--- src/rtl/pipe_pkg.sv ---
// Shared pipeline definitions: opcodes, ALU op classes and the decoded control bundle.
package pipe_pkg;

    localparam logic [5:0] OP_RTYPE = 6'b000000;
    localparam logic [5:0] OP_LW    = 6'b100011;
    localparam logic [5:0] OP_SW    = 6'b101011;
    localparam logic [5:0] OP_BEQ   = 6'b000100;
    localparam logic [5:0] OP_BNE   = 6'b000101;
    localparam logic [5:0] OP_J     = 6'b000010;

    localparam logic [2:0] ALU_OP_ADD   = 3'b000;
    localparam logic [2:0] ALU_OP_SUB   = 3'b001;
    localparam logic [2:0] ALU_OP_FUNCT = 3'b010;

    localparam int CTRL_W = 9;

    // Bit order, MSB first: reg_dst, mem_read, mem_write, mem_to_reg, alu_src, reg_write, alu_op[2:0]
    typedef struct packed {
        logic       reg_dst;
        logic       mem_read;
        logic       mem_write;
        logic       mem_to_reg;
        logic       alu_src;
        logic       reg_write;
        logic [2:0] alu_op;
    } ctrl_t;

endpackage

--- src/rtl/id_ex_stage_hazard_detect.sv ---
// Load-use hazard detector: a load in EX whose destination is read by the instruction in ID.
module hazard_detect #(
    parameter int RW = 5
) (
    input  logic          ex_mem_read,
    input  logic [RW-1:0] ex_rt,
    input  logic [RW-1:0] id_rs,
    input  logic [RW-1:0] id_rt,
    output logic          hz
);

    // Register 0 is hardwired to zero, so writing it never creates a dependency.
    assign hz = ex_mem_read && (ex_rt != '0) && ((ex_rt == id_rs) || (ex_rt == id_rt));

endmodule

--- src/rtl/id_ex_stage.sv ---
// ID/EX pipeline register with load-use bubble insertion.
// Optional performance counters enabled by defining ID_EX_PERF_CNT_EN.
module id_ex_stage
    import pipe_pkg::*;
#(
    parameter int DW = 32,
    parameter int RW = 5,
    parameter int CW = 16
) (
    input  logic          clk,
    input  logic          rst,
    input  logic          id_Reg_Dst,
    input  logic          id_Mem_Read,
    input  logic          id_Mem_Write,
    input  logic          id_Mem_To_Reg,
    input  logic          id_ALU_Src,
    input  logic          id_Reg_Write,
    input  logic [2:0]    id_ALU_Op,
    input  logic [DW-1:0] id_rd1,
    input  logic [DW-1:0] id_rd2,
    input  logic [DW-1:0] id_imm,
    input  logic [RW-1:0] id_rs,
    input  logic [RW-1:0] id_rt,
    input  logic [RW-1:0] id_rd,
    input  logic [5:0]    id_funct,
    input  logic          flush,
    input  logic          stall_in,
    output logic          NoOp,
    output logic          stall_ifid,
    output logic          ex_Reg_Dst,
    output logic          ex_Mem_Read,
    output logic          ex_Mem_Write,
    output logic          ex_Mem_To_Reg,
    output logic          ex_ALU_Src,
    output logic          ex_Reg_Write,
    output logic [2:0]    ex_ALU_Op,
    output logic [DW-1:0] ex_rd1,
    output logic [DW-1:0] ex_rd2,
    output logic [DW-1:0] ex_imm,
    output logic [RW-1:0] ex_rs,
    output logic [RW-1:0] ex_rt,
    output logic [RW-1:0] ex_rd,
    output logic [5:0]    ex_funct,
    output logic [CW-1:0] bubble_cnt,
    output logic [CW-1:0] stall_cnt
);

    ctrl_t         id_ctrl;
    ctrl_t         ctrl_d, ctrl_q;
    logic [DW-1:0] rd1_d, rd1_q, rd2_d, rd2_q, imm_d, imm_q;
    logic [RW-1:0] rs_d, rs_q, rt_d, rt_q, rd_d, rd_q;
    logic [5:0]    funct_d, funct_q;
    logic          hz;

    assign id_ctrl = {id_Reg_Dst, id_Mem_Read, id_Mem_Write, id_Mem_To_Reg,
                      id_ALU_Src, id_Reg_Write, id_ALU_Op};

    hazard_detect #(.RW(RW)) u_hazard_detect (
        .ex_mem_read (ctrl_q.mem_read),
        .ex_rt       (rt_q),
        .id_rs       (id_rs),
        .id_rt       (id_rt),
        .hz          (hz)
    );

    assign NoOp       = hz;
    assign stall_ifid = hz || stall_in;

    // Flush and bubble both load data but clear controls locally, independent of NoOp.
    always_comb begin
        ctrl_d  = ctrl_q;
        rd1_d   = rd1_q;
        rd2_d   = rd2_q;
        imm_d   = imm_q;
        rs_d    = rs_q;
        rt_d    = rt_q;
        rd_d    = rd_q;
        funct_d = funct_q;
        if (flush || !stall_in) begin
            ctrl_d  = (flush || hz) ? '0 : id_ctrl;
            rd1_d   = id_rd1;
            rd2_d   = id_rd2;
            imm_d   = id_imm;
            rs_d    = id_rs;
            rt_d    = id_rt;
            rd_d    = id_rd;
            funct_d = id_funct;
        end
    end

    always_ff @(posedge clk) begin
        if (!rst) begin
            ctrl_q  <= '0;
            rd1_q   <= '0;
            rd2_q   <= '0;
            imm_q   <= '0;
            rs_q    <= '0;
            rt_q    <= '0;
            rd_q    <= '0;
            funct_q <= '0;
        end else begin
            ctrl_q  <= ctrl_d;
            rd1_q   <= rd1_d;
            rd2_q   <= rd2_d;
            imm_q   <= imm_d;
            rs_q    <= rs_d;
            rt_q    <= rt_d;
            rd_q    <= rd_d;
            funct_q <= funct_d;
        end
    end

    assign {ex_Reg_Dst, ex_Mem_Read, ex_Mem_Write, ex_Mem_To_Reg,
            ex_ALU_Src, ex_Reg_Write, ex_ALU_Op} = ctrl_q;
    assign ex_rd1   = rd1_q;
    assign ex_rd2   = rd2_q;
    assign ex_imm   = imm_q;
    assign ex_rs    = rs_q;
    assign ex_rt    = rt_q;
    assign ex_rd    = rd_q;
    assign ex_funct = funct_q;

`ifdef ID_EX_PERF_CNT_EN
    logic [CW-1:0] bubble_cnt_d, bubble_cnt_q;
    logic [CW-1:0] stall_cnt_d, stall_cnt_q;

    // Counters saturate rather than wrap so a long run never reads as a short one.
    always_comb begin
        bubble_cnt_d = bubble_cnt_q;
        stall_cnt_d  = stall_cnt_q;
        if (!flush && !stall_in && hz && (bubble_cnt_q != '1)) begin
            bubble_cnt_d = bubble_cnt_q + 1'b1;
        end
        if (stall_in && (stall_cnt_q != '1)) begin
            stall_cnt_d = stall_cnt_q + 1'b1;
        end
    end

    always_ff @(posedge clk) begin
        if (!rst) begin
            bubble_cnt_q <= '0;
            stall_cnt_q  <= '0;
        end else begin
            bubble_cnt_q <= bubble_cnt_d;
            stall_cnt_q  <= stall_cnt_d;
        end
    end

    assign bubble_cnt = bubble_cnt_q;
    assign stall_cnt  = stall_cnt_q;
`else
    assign bubble_cnt = '0;
    assign stall_cnt  = '0;
`endif

endmodule

--- config.mk ---
export PLATFORM = sky130hd
export DESIGN_NAME = id_ex_stage
export DESIGN_NICKNAME = d
export VERILOG_FILES = /design/src/rtl/pipe_pkg.sv /design/src/rtl/id_ex_stage_hazard_detect.sv /design/src/rtl/id_ex_stage.sv
export SDC_FILE = /design/constraint.sdc
export NUM_CORES = 1
export LEC_CHECK = 0
export BUFFER_PORTS_ARGS = -buffer_cell sky130_fd_sc_hd__buf_4
export CORE_MARGIN = 5
export CORE_UTILIZATION = 45
export DETAILED_ROUTE_END_ITERATION = 8
export GPL_TIMING_DRIVEN = 0
export MAX_ROUTING_LAYER = met4
export PLACE_DENSITY = 0.81
export RECOVER_POWER = 100
export SYNTH_ARGS = -nofsm -noshare
export SYNTH_HDL_FRONTEND = slang
export SYNTH_SLANG_ARGS = --single-unit
--- constraint.sdc ---
create_clock -name clk -period 3.3 [get_ports clk]
set_clock_uncertainty 0.15 [all_clocks]
set_input_delay 0.165 -clock clk [delete_from_list [all_inputs] [get_ports clk]]
set_output_delay 0.165 -clock clk [all_outputs]
set_load 0.02 [all_outputs]
==> results.yml <==
status:
  status: "completed"
route:
  drc_errors: 0
  vias_per_cell: 4.90
  antenna_left: 0
  drt-pass1-iter-count: 5
  drt_wl_total_mm: 20.8
  vias: 5912
  wl_per_cell_um: 17.3
  dr.first_iter.drc_count: 346
worst_setup_path:
  crit_path_end_kind: "primary output"
  cp-start-kind: "flop"
  worstPathCellList: "xnor2_1, nand3_1, o22ai_1, clkbuf_1, nor2b_1, clkbuf_1"
  cpMostUsedCell: "clkbuf_1"
  cpLargestDelayFamily: "buffers and inverters"
  cp_data_arrival_time_ns: 2.21
  cp.required_ns: 2.98
  cp_max_fo: 10
  worst-path-buf-inv: 2
  critical_path.slowest_cell: "dfxtp_1"
  r2r_setup_slack_ns: 1.52
  max_stage_delay_ns: 0.48
  critPathKind: "reg -> out"
grt:
  grt_pass1_vias: 6193
  grt_overflow: 0
  grt_max_degree: 17
  grt_antenna_before_repair: 1
  grtUsageTotal: 0.304
  grt_first_pass_wirelength_mm: 32.7
synth:
  synth_top_area_frac: 0.486
  yosys.cell_types.count: 25
  ys.flop_type: "dfxtp_1"
  synth_area_per_cell_um2: 8.39
  synth_seq_cells: 126
  synth-async-reset-ratio: 0
  yosysMostFrequentCell: "nand2_1"
  synthTopCellsByArea: "dfxtp_1 49%, nand2_1 17%, a21boi_0 13%"
  syn_inst: 618
  yosys_warnings: 0
  seq_area_frac_synth: 0.486
  synth_largest_area_cell: "dfxtp_1"
  synth_commonest_cells: "237 x nand2_1, 126 x dfxtp_1, 87 x a21boi_0, 39 x buf_4, 30 x a21boi_1"
  syn_area_mm2: 0.00519
  synth_edf_count: 0
clock_tree:
  cts.sinks: 126
  cts_tree: "done"
  clk_latency_ns: 0.41
  cts_root_buffer: "clkbuf_16"
  path_clk_slew_ns: 0.06
  cts_htree_levels: 4
  clockBufferDepth: 2
  cts_buffers: 17
cells_and_area:
  fin_nets: 1181
  area_growth_pct: 69.0
  stdcell_count: 1207
  nFillCells: 814
  layout-drive-gt1-share: 0.194
timing:
  relSlewSlack: 0.633
  period_minus_slack_ns: 2.52
  rsz0062_at_grt: "false"
  hold_viol_final: 0
  drv_slew: 0
  setup_violations: 0
  fmax_mhz: 397
  fin_crit_sh: 0.764
  worstMarginPinSlew_ns: 0.551
  tns_ns: 0
  fin_ws_ns: 0.778
power:
  p_per_area_mw_per_mm2: 504
  irDropWorstVdd_v: 0.000340
  p_leak_nw: 3.83
  total_power_mw: 4.42
run:
  maxCapViolations: 0
placed_design:
  port_buffers: 257
  dp_hpwl_mm: 12.2
  dp.cells: 1049
  place.gp.congestion: 0.812
  dp_slack_ns: 1.48
floorplanning:
  core_area_mm2: 0.0114
  io_pins: 290
  rows: 39
  die_area_mm2: 0.0138
  die_w_um: 117
  die_h_um: 117
  initial_utilization: 0.456
min_path:
  hold_class: "in -> reg"
power by group:
group / internal, mW / leakage [nW] / switching (mW)
Clock: 1.30 / 0.298 / 0.660
Sequential: 1.62 / 1.04 / 0.0599
Combinational: 0.352 / 2.49 / 0.428
Total: 3.27 / 3.83 / 1.15
path summary, 6_finish.rpt:
check / cells past startpoint / start / to
worst max register to register: 5 / ex_rt[1]$_SDFFE_PN0P_ / ex_Mem_Read$_SDFFE_PN0P_
worst max-delay path: 6 / ex_rt[1]$_SDFFE_PN0P_ / NoOp
worst min-delay path: 3 / rst / ex_rd1[27]$_SDFFE_PN0P_
worst min register to register: 2 / ex_rd1[21]$_SDFFE_PN0P_ / ex_rd1[21]$_SDFFE_PN0P_
layout by cell type, fill, tap and decap left out:
cell type      instances
o21ai_0                9
clkinv_2               3
conb_1                32
a21boi_1               3
a21boi_0             114
diode_2                1
buf_2                 13
dfxtp_1              126
nor2_1                 1
bufinv_16              4
clkbuf_16             17
nor2b_1                3
buf_4                162
dlygate4sd3_1        126
a22oi_1                9
nand2_1              237
nor3b_1                9
o22ai_1                1
and2_1                 1
clkbuf_8               2
nand2b_1               2
a31o_2                 1
xnor2_1               10
clkbuf_2               2
buf_1                  1
nand3_1                2
nand3b_1               9
clkbuf_1             161
a21bo_2                1
nor3_1                 1
clkbuf_4               1
metal layers:
metal	vias up	part of all wire	track usage
li1	2805	-	-
met1	2723	0.38	0.316
met2	318	0.51	0.527
met3	66	0.077	0.0900
met4	0	0.040	0.139
met5	-	0	-
final cells by class:
| class | count | area (um2) | area share |
|---|---|---|---|
| clock inverters | 7 | 135 | 0.0154 |
| diodes | 1 | 2.50 | 0.000286 |
| clock buffers | 24 | 472 | 0.0538 |
| multi-input cells | 445 | 2300 | 0.263 |
| flip-flops and latches | 126 | 2520 | 0.288 |
| well taps | 143 | 179 | 0.0204 |
| repair buffers | 383 | 2710 | 0.309 |
| plain buffers | 78 | 439 | 0.0501 |
registers in the layout, summed over array words and instances, names as in the netlist, 3 cells and up:
name	flops
ex_ALU_Op	3
ex_funct	6
ex_imm	32
ex_rd	5
ex_rd1	32
ex_rd2	32
ex_rs	5
ex_rt	5
worst register-to-register path: stages (launching register included):
cell and delay (ns):
dfxtp_1 0.48, xnor2_1 0.19, nand3_1 0.15, o22ai_1 0.20, clkbuf_1 0.34, o21ai_0 0.15
logic make-up after synthesis:
| family | synth area share |
|---|---|
| simple gates | 0.208 |
| compound gates | 0.196 |
| flops | 0.486 |
| buf+inv | 0.0919 |
| xor+xnor | 0.0169 |
| other cells | 0.000723 |
what timing repair did:
action | in CTS | in global routing
hold buffers | 126 | 0
resized for setup | 0 | 0
hold endpoints to repair | 126 | 0
setup buffers | 0 | 0
stage by stage:
step / cell area (um2) / util / hold slack [ns]
final: 8760 / 0.771 / 0.121
after global routing: 8760 / 0.771 / 0.146
after CTS: 9280 / 0.816 / 0.128
after detailed placement: 7410 / 0.652 / 0.275
after global placement: 7410 / 0.652 / 0.273
after floorplan: 5300 / - / 0.154
No activity file was read; power rests on OpenSTA's default activity.
